==> src/rtl/hs_skid_buffer.sv <==
// hs_skid_buffer: full-throughput valid/ready register slice.
// A main register plus one skid register let s_ready be a flop
// while one word per cycle still passes under back-pressure.
// Optional feature macro: HS_SKID_CNT_EN adds the xfer_cnt port, which
// counts downstream transfers and wraps at 2^CNT_W.
//
// state | meaning
// EMPTY | no word held; m_valid=0, s_ready=1
// BUSY  | one word in main register; m_valid=1, s_ready=1
// FULL  | main and skid both hold a word; m_valid=1, s_ready=0
module hs_skid_buffer #(
  parameter int DATA_W = 3
`ifdef HS_SKID_CNT_EN
  // Counter width only exists when the counter does.
  , parameter int CNT_W = 8
`endif
) (
  input  logic              sys_clk,
  input  logic              sys_rst,
  input  logic [DATA_W-1:0] s_data,
  input  logic              s_valid,
  output logic              s_ready,
  output logic [DATA_W-1:0] m_data,
  output logic              m_valid,
  input  logic              m_ready
`ifdef HS_SKID_CNT_EN
  , output logic [CNT_W-1:0] xfer_cnt
`endif
);

  typedef enum logic [1:0] {
    EMPTY = 2'd0,
    BUSY  = 2'd1,
    FULL  = 2'd2
  } state_t;

  state_t            state;
  state_t            state_nxt;
  logic [DATA_W-1:0] skid;
  logic [DATA_W-1:0] skid_nxt;
  logic [DATA_W-1:0] m_data_nxt;

  // Register stage: state, payload registers and the registered handshake outputs.
  always_ff @(posedge sys_clk) begin
    if (sys_rst) begin
      state   <= EMPTY;
      m_data  <= '0;
      skid    <= '0;
      m_valid <= 1'b0;
      s_ready <= 1'b1;
    end else begin
      state   <= state_nxt;
      m_data  <= m_data_nxt;
      skid    <= skid_nxt;
      // Handshake outputs are decoded from the next state so they are
      // flops aligned with the state register, not combinational paths.
      m_valid <= (state_nxt != EMPTY);
      s_ready <= (state_nxt != FULL);
    end
  end

  // Next-state and payload steering for the three occupancy levels.
  always_comb begin
    state_nxt  = state;
    m_data_nxt = m_data;
    skid_nxt   = skid;
    case (state)
      EMPTY: begin
        if (s_valid) begin
          m_data_nxt = s_data;
          state_nxt  = BUSY;
        end
      end
      BUSY: begin
        if (s_valid && m_ready) begin
          m_data_nxt = s_data;
        end else if (s_valid) begin
          // Consumer stalled: park the incoming word, main holds steady.
          skid_nxt  = s_data;
          state_nxt = FULL;
        end else if (m_ready) begin
          state_nxt = EMPTY;
        end
      end
      FULL: begin
        // s_ready is low here, so s_valid cannot produce a transfer.
        if (m_ready) begin
          m_data_nxt = skid;
          state_nxt  = BUSY;
        end
      end
      default: begin
        state_nxt = EMPTY;
      end
    endcase
  end

`ifdef HS_SKID_CNT_EN
  logic m_xfer;
  assign m_xfer = m_valid && m_ready;

  // Downstream transfer counter; wraps silently.
  always_ff @(posedge sys_clk) begin
    if (sys_rst) begin
      xfer_cnt <= '0;
    end else if (m_xfer) begin
      xfer_cnt <= xfer_cnt + 1'b1;
    end
  end
`endif

endmodule

==> config.mk <==
export PLATFORM = sky130hd
export DESIGN_NAME = hs_skid_buffer
export DESIGN_NICKNAME = d
export VERILOG_FILES = /design/src/rtl/hs_skid_buffer.sv
export SDC_FILE = /design/constraint.sdc
export NUM_CORES = 1
export LEC_CHECK = 0
export BUFFER_PORTS_ARGS = -buffer_cell sky130_fd_sc_hd__buf_2
export CELL_PAD_IN_SITES_DETAIL_PLACEMENT = 1
export CELL_PAD_IN_SITES_GLOBAL_PLACEMENT = 2
export CORE_UTILIZATION = 28
export DETAILED_ROUTE_END_ITERATION = 7
export GPL_ROUTABILITY_DRIVEN = 0
export MAX_ROUTING_LAYER = met4
export PLACE_DENSITY = 0.74
export SYNTH_ARGS = -nofsm -noshare
export SYNTH_HDL_FRONTEND = slang
export SYNTH_SLANG_ARGS = --single-unit
==> constraint.sdc <==
create_clock -name sys_clk -period 1.6 [get_ports sys_clk]
set_clock_uncertainty 0.1 [all_clocks]
set_input_delay 0 -clock sys_clk [delete_from_list [all_inputs] [get_ports sys_clk]]
set_output_delay 0 -clock sys_clk [all_outputs]
set_load 0.1 [all_outputs]
Word level (Yosys, flattened, before mapping)
Cells that the tools add are included.

word-level totals
  register bits = 10
  input port bits = 7
  output and inout bits = 5
  logic and storage cells = 28

operators by class
  equal/unequal tests = 6
  mux-type cells = 10
  bitwise logic cells = 1
  reduce and logical (&&, ||, !) cells = 6

operators by type and width
  cell                count
  $mux 2              5
  $mux 3              3
  $pmux 3 s3          1
  $ne 2x2->1 const B  4
  $pmux 2 s3          1
  $reduce_and 4->1    1
  $reduce_and 3->1    1
  $reduce_bool 3->1   1
  $eq 2x1->1 const B  1
  $eq 2x2->1 const B  1
  $logic_not 2->1     1
  $reduce_bool 2->1   1
  $logic_and 1x1->1   1
  $not 1->1           1

Depth between registers and ports, before layout
Gate-level depths: netlist of the first run.

  word-level depth = 5
  mapped depth = 4
  depth with buffers taken out = 3

Least setup slack after synthesis of the first run
No wires, ideal clock.

  kind = register to register
  from = reg, netlist name m_data[0]
  to = reg m_data[0]
  setup time = 0.086 ns
  arrival time = 1.242 ns
  required time = 1.414 ns
  slack = 0.172 ns
  cell stages (with the launch flop) = 3
  buffers on the path = 0
  clock period less this slack = 1.428 ns
  path through = dfxtp_1 -> a211oi_1 -> a211oi_1

RTL lines
  item                  line  RTL
  to (signal assigned)  53    m_data <= m_data_nxt;
  to (decl)             23    output logic [DATA_W-1:0] m_data,

Worst setup path after layout of the first run
  from = in m_ready
  to = reg m_data[0]

on the way
  cells in the longest elaborated chain, start to end = 3
  elaborated cells between the ends (all ways) = 4
  classes of those cells = eq/ne: 2; reduce/logical: 2

RTL lines
  item                          line  RTL
  from (decl)                   25    input logic m_ready
  $logic_and 1x1->1             75    if (s_valid && m_ready) begin
  $ne 2x2->1 (no line)          --
  $reduce_and 4->1 (no line) *  --

Every way passes the cells marked *; elsewhere a longest branch is shown, timed or not.
A chain may end at the register's enable or synchronous reset.

==> results of run 1 <==
## area by class of cell
type	instances	area [sq um]	share of cell area
sequential	10	200	0.340
tap	16	20.0	0.0340
inverter	1	3.75	0.00637
multi-input combinational	32	238	0.403
timing repair buffer	16	105	0.178
clock buffer	3	22.5	0.0382
## routing by layer
| metal | part of all wire | GRT usage |
|---|---|---|
| met5 | 0 | - |
| met3 | 0.034 | 0.0388 |
| met2 | 0.46 | 0.178 |
| met1 | 0.49 | 0.149 |
| met4 | 0.0097 | 0.0750 |
## metrics by stage
step	std cells	setup slack, ns
after CTS	78	0.317
after global routing	78	0.201
final	78	0.331
after global placement	70	0.363
after floorplan	45	0.172
after detailed placement	70	0.337
## worst min-delay path, cell delays in order
cell and delay, ns:
buf_2 0.12, nand2_1 0.06, a21o_1 0.10, a21oi_1 0.05
## state kept, by name (all words and copies together), names as in the netlist
| signal | cells |
|---|---|
| s_ready | 1 |
| m_data | 3 |
| state | 2 |
| m_valid | 1 |
| skid | 3 |
## worst min path at each step
| stage | depth (start not counted) | start | to | slack, ns |
|---|---|---|---|---|
| 3_3_place_gp | 3 | s_data[1] | skid[1] | 0.16 |
| 6_report | 4 | s_valid | state[0] | 0.02 |
| 5_1_grt | 4 | s_valid | state[0] | 0.05 |
| 4_1_cts | 4 | s_valid | state[0] | 0.02 |
| 2_1_floorplan | 1 | m_ready | state[1] | -0.02 |
| 3_5_place_dp | 3 | s_data[0] | skid[0] | 0.17 |
## cell families after synthesis
logic type,after synthesis
AO/OA/AOI/OAI,14
buffers and inverters,3
flip-flops,10
AND/OR/NAND/NOR,12
multiplexers,6
## cell usage in the layout, fill, tap and decap left out, drive strengths merged
cell and count:
buf 11, dfxtp 10, a211oi 7, mux2i 6, dlygate4sd3 5, a21o 3, nor2 3, clkbuf 3
nand2b 2, nand2 2, a21oi 2, nor2b 1, and3b 1, or3b 1, and2 1, o21bai 1
and4bb 1, a211o 1, inv 1
## power groups by stage
stage	clock network, mW	registers (mW)	logic [mW]
after detailed placement	0	0.279	0.142
after global routing	0.183	0.275	0.159
after global placement	0	0.278	0.141
after floorplan	0	0.347	0.0439
after CTS	0.171	0.273	0.151
final	0.165	0.273	0.150
==> flow_metrics.env, run 1 <==
export IMPL_synthTopCellsByArea="dfxtp_1 (44%), mux2i_1 (13%), a211oi_1 (12%)"
export IMPL_worst_hold_path_type="in -> reg"
export IMPL_yosys_area_top_type="dfxtp_1"
export IMPL_powerDensity_mw_per_mm2=996
export IMPL_hold_viol=0
export IMPL_synth_top_area_share=0.442
export IMPL_gr_total_overflow=0
export IMPL_status="completed"
export IMPL_cp_num_cells=5
export IMPL_fin_util=0.391
export IMPL_tns_ns=0
export IMPL_synth_top_family_by_area="compound AO/OA/AOI/OAI gates"
export IMPL_required_ns=1.67
export IMPL_synth_warnings=0
export IMPL_initial_core_util=0.301
export IMPL_hold_worst_slack_ns=0.0237
export IMPL_dp_hpwl_um=704
export IMPL_pwr_share_comb=0.255
export IMPL_cts_buffers=3
export IMPL_setup_violations=0
export IMPL_maxSlewViolCount=0
export IMPL_synth_avg_cell_area_sq_um=10.1
export IMPL_p_seq_frac=0.465
export IMPL_cp_top_family="buffers and inverters"
export IMPL_rows=14
export IMPL_synthXorXnorAreaFrac=0
export IMPL_cp_num_buf_inv=2
export IMPL_maxSlewHeadroom=0.679
export IMPL_path_class="in -> reg"
export IMPL_p_sw_frac=0.327
export IMPL_first_pass_iters=2
export IMPL_post_dp_cell_area_sq_um=517
export IMPL_cts_hold_fix_buffers=5
export IMPL_synth_seq_area_share=0.442
export IMPL_syn_area_sq_um=453
export IMPL_ys_flop_type="dfxtp_1"
export IMPL_crit_start="m_ready"
export IMPL_cts_setup_buffers=0
export IMPL_cpMaxStageDelayCell="dlygate4sd3_1"
export IMPL_wire_per_inst_um=11.9
export IMPL_die_x_um=42.2
export IMPL_layout_nets=71
export IMPL_post_drt_via_cell_ratio=4.91
export IMPL_die_h_um=42.2
export IMPL_cp_slowest_stage_delay_ns=0.53
export IMPL_grt_pass1_vias=360
export IMPL_cp_cell_sequence="dlygate4sd3_1 > buf_2 > nand2b_1 > a21o_1 > a211oi_1"
export IMPL_p_clk_frac=0.280
export IMPL_p_leak_nw=0.270
export IMPL_report_power_total_mw=0.587
export IMPL_ys_ff_latch=10
export IMPL_insertion_delay_ns=0.25
export IMPL_area_growth_pct=30.1
export IMPL_drive_gt1_frac=0.258
export IMPL_fillers=181
export IMPL_p_switching_mw=0.192
export IMPL_root_buffer="clkbuf_4"
export IMPL_grt_pass1_wl_um=1580
export IMPL_antenna_found_initial=0
export IMPL_r2r_end="m_data[0]"
export IMPL_finalCritPeriodShare=0.793
export IMPL_tightest_slew_ns=0.485
export IMPL_synth_fa_ha_area_frac=0
export IMPL_startpoint_type="input pin"
export IMPL_synthesis_nets=52
export IMPL_ios=12
export IMPL_rr_worst_depth=3
export IMPL_synth_most_common_cell="dfxtp_1"
export IMPL_async_flop_share=0
export IMPL_grt_util_all_layers=0.124
export IMPL_p_int_mw=0.395
export IMPL_yosys_mux_area_fraction=0.133
export IMPL_max_freq_mhz=788
export IMPL_port_buffers=11
export IMPL_synth_compound_area_frac=0.224
export IMPL_yosys_top_cells_count="dfxtp_1 (10), a211oi_1 (7), mux2i_1 (6)"
export IMPL_regToRegStartpoint="state[0]"
export IMPL_cts_tree="done"
export IMPL_cap_violations=0
export IMPL_drtIter0Drc=4
export IMPL_peakVddDrop_v=0.000493
export IMPL_end_kind="flip-flop"
export IMPL_synthCells=45
export IMPL_endpoint="m_data[0]"
export IMPL_num_vias=383
export IMPL_r2r_slack_ns=0.35
export IMPL_final_min_clock_period_ns=1.27
export IMPL_cts_max_path_buffers=2
export IMPL_drt_antenna_violating_nets=0
export IMPL_core_area_sq_mm=0.00151
export IMPL_synth_edf_count=0
export IMPL_drc=0
export IMPL_n_antenna_cell=0
export IMPL_h_tree_depth=1
export IMPL_die_area_sq_mm=0.00178
export IMPL_fin_area_sq_um=589
export IMPL_clock_sinks=10
export IMPL_path_clk_slew_ns=0.06
export IMPL_grt_max_degree=11
export IMPL_routed_wl_um=932
export IMPL_rsz0062_at_grt="false"
export IMPL_cts_resized=0
export IMPL_cp_max_fo=8
export IMPL_synthDistinctLibCells=18
export IMPL_synth_simple_gate_area_share=0.169
export IMPL_critPathArrivalTime_ns=1.34
(Power assumes the default switching activity.)
==> run 2: changes to the inputs <==
CORE_UTILIZATION = 26   (was 28)
PLACE_DENSITY = 0.72   (was 0.74)
clock period = 1.1 ns   (was 1.6 ns; I/O delays follow)
==> flow_metrics.env, run 2 (synthesis gave the netlist of run 1 again) <==
export IMPL_n_antenna_cell=0
export IMPL_cts_max_path_buffers=2
export IMPL_status="finished, violations left"
export IMPL_cts_buffers=3
export IMPL_violations="design-rule violations, negative setup slack"
export IMPL_p_clk_frac=0.282
export IMPL_end_kind="flip-flop"
export IMPL_layout_nets=74
export IMPL_finalCritPeriodShare=1.06
export IMPL_root_buffer="clkbuf_4"
export IMPL_setup_slack_ns=-0.0704
export IMPL_rsz0062_at_grt="true"
export IMPL_grt_max_degree=11
export IMPL_first_pass_iters=6
export IMPL_peakVddDrop_v=0.000691
export IMPL_powerDensity_mw_per_mm2=1300
export IMPL_critPathArrivalTime_ns=1.23
export IMPL_path_class="reg -> reg"
export IMPL_fin_area_sq_um=734
export IMPL_die_x_um=43.7
export IMPL_grt_util_all_layers=0.132
export IMPL_report_power_total_mw=0.955
export IMPL_max_freq_mhz=854
export IMPL_rows=14
export IMPL_maxSlewHeadroom=0.822
export IMPL_p_sw_frac=0.328
export IMPL_pre_cts_slack_ns=-0.144
export IMPL_p_switching_mw=0.313
export IMPL_tightest_slew_ns=0.265
export IMPL_hold_viol=0
export IMPL_pwr_share_comb=0.294
export IMPL_cap_violations=0
export IMPL_dp_hpwl_um=702
export IMPL_antenna_found_initial=0
export IMPL_clock_sinks=10
export IMPL_gr_total_overflow=0
export IMPL_drive_gt1_frac=0.439
export IMPL_die_h_um=43.7
export IMPL_port_buffers=11
export IMPL_ios=12
export IMPL_die_area_sq_mm=0.00191
export IMPL_post_dp_cell_area_sq_um=621
export IMPL_p_seq_frac=0.423
export IMPL_path_clk_slew_ns=0.07
export IMPL_num_vias=405
export IMPL_startpoint_type="flip-flop"
export IMPL_hold_worst_slack_ns=0.0146
export IMPL_setup_violations=7
export IMPL_required_ns=1.16
export IMPL_final_common_cell="buf_2"
export IMPL_fillers=174
export IMPL_drtIter0Drc=3
export IMPL_cp_max_fo=6
export IMPL_area_growth_pct=62.2
export IMPL_post_drt_via_cell_ratio=4.94
export IMPL_maxSlewViolCount=0
export IMPL_drc=1
export IMPL_initial_core_util=0.291
export IMPL_insertion_delay_ns=0.26
export IMPL_core_area_sq_mm=0.00156
export IMPL_cts_tree="done"
export IMPL_wire_per_inst_um=13.0
export IMPL_drt_antenna_violating_nets=0
export IMPL_worst_hold_path_type="in -> reg"
export IMPL_routed_wl_um=1060
export IMPL_grt_pass1_wl_um=1810
export IMPL_grt_pass1_vias=437
export IMPL_reg_largest_list="m_data x3, skid x3, state x2"
export IMPL_p_int_mw=0.642
export IMPL_h_tree_depth=1
export IMPL_final_min_clock_period_ns=1.17
export IMPL_p_leak_nw=0.311
==> run 2: changes by cell type in the layout (fill, tap and decap cells not counted), moves of 2 or more <==
cell / delta
buf_12: +5
buf_2: -5
dfxtp_1: -5
dfxtp_4: +5
buf_4: +3
a211oi_1: -2
a211oi_2: +2
==> run 2: path summary, 6_finish.rpt <==
check	from	end	slack, ns	cells past startpoint
max	state[1]	skid[2]	-0.07	3
min	s_valid	m_valid	0.01	4
max reg2reg	state[1]	skid[2]	-0.07	3
min reg2reg	skid[2]	skid[2]	0.42	2
==> run 2: critical path, cell delays in order (launching register included) <==
cell      delay, ns
dfxtp_4        0.36
and4bb_2       0.35
mux2i_1        0.20
nor2_1         0.06
==> run 2: layout make-up <==
cell class	count	area [sq um]	share of cell area
inverter	1	3.75	0.00511
clock buffer	4	26.3	0.0358
tap	16	20.0	0.0273
timing repair buffer	19	203	0.276
multi-input combinational	32	263	0.358
sequential	10	219	0.298
==> run 2: power by group through the flow <==
stage | combinational [mW] | clock [mW] | sequential, mW
floorplan | 0.0638 | 0 | 0.507
global placement | 0.253 | 0 | 0.415
detailed placement | 0.253 | 0 | 0.415
CTS | 0.268 | 0.281 | 0.405
global route | 0.295 | 0.290 | 0.408
finish | 0.281 | 0.270 | 0.404
==> run 2: timing repair <==
action | in CTS | in global routing
hold buffers | 4 | 1
endpoints found under the hold margin | 10 | 8
pin swaps | 1 | 4
endpoints found under the setup margin | 8 | 8
setup buffers | 1 | 0
gates resized for setup | 4 | 4
==> run 2: routing by layer <==
layer | wire length, um | track usage | vias up
met5 | 0 | - | -
li1 | - | - | 209
met3 | 31 | 0.0250 | 2
met4 | 10 | 0.0750 | 0
met2 | 476 | 0.191 | 7
met1 | 543 | 0.170 | 187
==> run 2: per-stage QoR <==
step / TNS [ns] / util / cells
floorplan: -0.0450 / - / 45
global placement: -0.607 / 0.398 / 72
detailed placement: -0.630 / 0.398 / 72
CTS: -0.423 / 0.453 / 81
global route: -0.811 / 0.471 / 82
finish: -0.423 / 0.471 / 82
==> run 3: changes to the inputs <==
CORE_MARGIN = 2   (was unset)
==> flow_metrics.env, run 3 (synthesis gave the netlist of run 1 again) <==
export IMPL_status="finished, violations left"
export IMPL_violations="negative hold slack, negative setup slack"
export IMPL_insertion_delay_ns=0.27
export IMPL_wire_per_inst_um=14.5
export IMPL_fin_area_sq_um=722
export IMPL_die_h_um=45.7
export IMPL_setup_slack_ns=-0.0978
export IMPL_cts_buffers=3
export IMPL_drc=0
export IMPL_fin_util=0.427
export IMPL_cts_tree="done"
export IMPL_maxSlewHeadroom=0.785
export IMPL_p_int_mw=0.640
export IMPL_n_antenna_cell=0
export IMPL_required_ns=1.18
export IMPL_maxSlewViolCount=0
export IMPL_gr_total_overflow=0
export IMPL_path_clk_slew_ns=0.07
export IMPL_final_cell_mix="mux2i_1 (6), buf_2 (6)"
export IMPL_post_dp_cell_area_sq_um=629
export IMPL_p_seq_frac=0.421
export IMPL_grt_pass1_wl_um=1860
export IMPL_grt_util_all_layers=0.137
export IMPL_setup_violations=9
export IMPL_drt_antenna_violating_nets=0
export IMPL_routed_wl_um=1190
export IMPL_cts_hold_fix_buffers=4
export IMPL_met3WireLength_um=43
export IMPL_ios=12
export IMPL_antenna_found_initial=0
export IMPL_finalCritPeriodShare=1.09
export IMPL_max_freq_mhz=835
export IMPL_whs_path_depth=2
export IMPL_end_kind="flip-flop"
export IMPL_h_tree_depth=1
export IMPL_port_buffers=11
export IMPL_num_vias=408
export IMPL_p_leak_nw=0.315
export IMPL_initial_core_util=0.268
export IMPL_rr_worst_depth=3
export IMPL_peakVddDrop_v=0.000578
export IMPL_grt_pass1_vias=397
export IMPL_path_class="reg -> reg"
export IMPL_dp_hpwl_um=792
export IMPL_die_x_um=45.7
export IMPL_hold_viol=9
export IMPL_top_layer_used="met4"
export IMPL_rows=15
export IMPL_powerDensity_mw_per_mm2=1330
export IMPL_post_drt_via_cell_ratio=4.98
export IMPL_critPathArrivalTime_ns=1.27
export IMPL_drtIter0Drc=4
export IMPL_fillers=192
export IMPL_first_pass_iters=4
export IMPL_wl_met2_um=587
export IMPL_cts_max_path_buffers=2
export IMPL_wl_met1_um=538
export IMPL_final_min_clock_period_ns=1.20
export IMPL_area_growth_pct=59.4
export IMPL_root_buffer="clkbuf_4"
export IMPL_cp_max_fo=6
export IMPL_rsz0062_at_grt="true"
export IMPL_clock_sinks=10
export IMPL_reg_largest_list="m_data x3, skid x3, state x2"
export IMPL_p_clk_frac=0.285
export IMPL_pwr_share_comb=0.294
export IMPL_tns_ns=-0.690
export IMPL_worst_hold_path_type="in -> reg"
export IMPL_p_switching_mw=0.319
export IMPL_die_area_sq_mm=0.00209
export IMPL_grt_max_degree=11
export IMPL_cts_setup_buffers=0
export IMPL_p_sw_frac=0.333
export IMPL_hold_worst_slack_ns=-0.0521
export IMPL_drive_gt1_frac=0.446
export IMPL_layout_nets=73
export IMPL_startpoint_type="flip-flop"
export IMPL_cap_violations=0
export IMPL_core_area_sq_mm=0.00169
export IMPL_tightest_slew_ns=0.321
-- run 3: power by group through the flow --
stage / registers (mW) / logic [mW] / clock network [mW]
2_1_floorplan: 0.507 / 0.0638 / 0
3_3_place_gp: 0.413 / 0.257 / 0
3_5_place_dp: 0.414 / 0.259 / 0
4_1_cts: 0.406 / 0.276 / 0.287
5_1_grt: 0.406 / 0.297 / 0.303
6_report: 0.403 / 0.281 / 0.273
-- run 3: worst max-delay path: stages (launching register included) --
cell and delay [ns]:
dfxtp_4 0.37, and3b_2 0.24, a21o_1 0.22, a211oi_2 0.19
-- run 3: final timing paths --
kind	from	to	slack (ns)
max	state[1]	m_data[0]	-0.1
min	sys_rst	skid[2]	-0.05
max reg2reg	state[1]	m_data[0]	-0.1
min reg2reg	skid[0]	skid[0]	0.40
-- run 3: layout make-up --
cell class	count	area [sq um]	area share
flip-flops and latches	10	219	0.303
inverters	1	3.75	0.00520
clock buffers	4	26.3	0.0364
multi-input cells	32	259	0.359
well taps	17	21.3	0.0295
repair buffers	18	193	0.267
-- run 3: routing by layer --
metal  track usage  up-vias
met5             -        -
met4         0.103        0
met3        0.0357        2
met2         0.189        8
met1         0.169      193
li1              -      205
-- run 3: what timing repair did --
item / CTS / global route
hold endpoints to repair: 10 / 9
endpoints found under the setup margin: 9 / 9
resized for setup: 4 / 4
pin swaps: 1 / 2
cloned: 0 / 0
-- run 3: stage by stage --
stage	hold slack (ns)	instances	setup WS [ns]	power, mW
2_1_floorplan	-0.0290	45	-0.0150	0.571
3_3_place_gp	0.155	74	-0.137	0.670
3_5_place_dp	0.168	74	-0.117	0.673
4_1_cts	-0.0671	82	-0.101	0.969
5_1_grt	-0.0388	82	-0.175	1.01
6_report	-0.0521	82	-0.0978	0.958
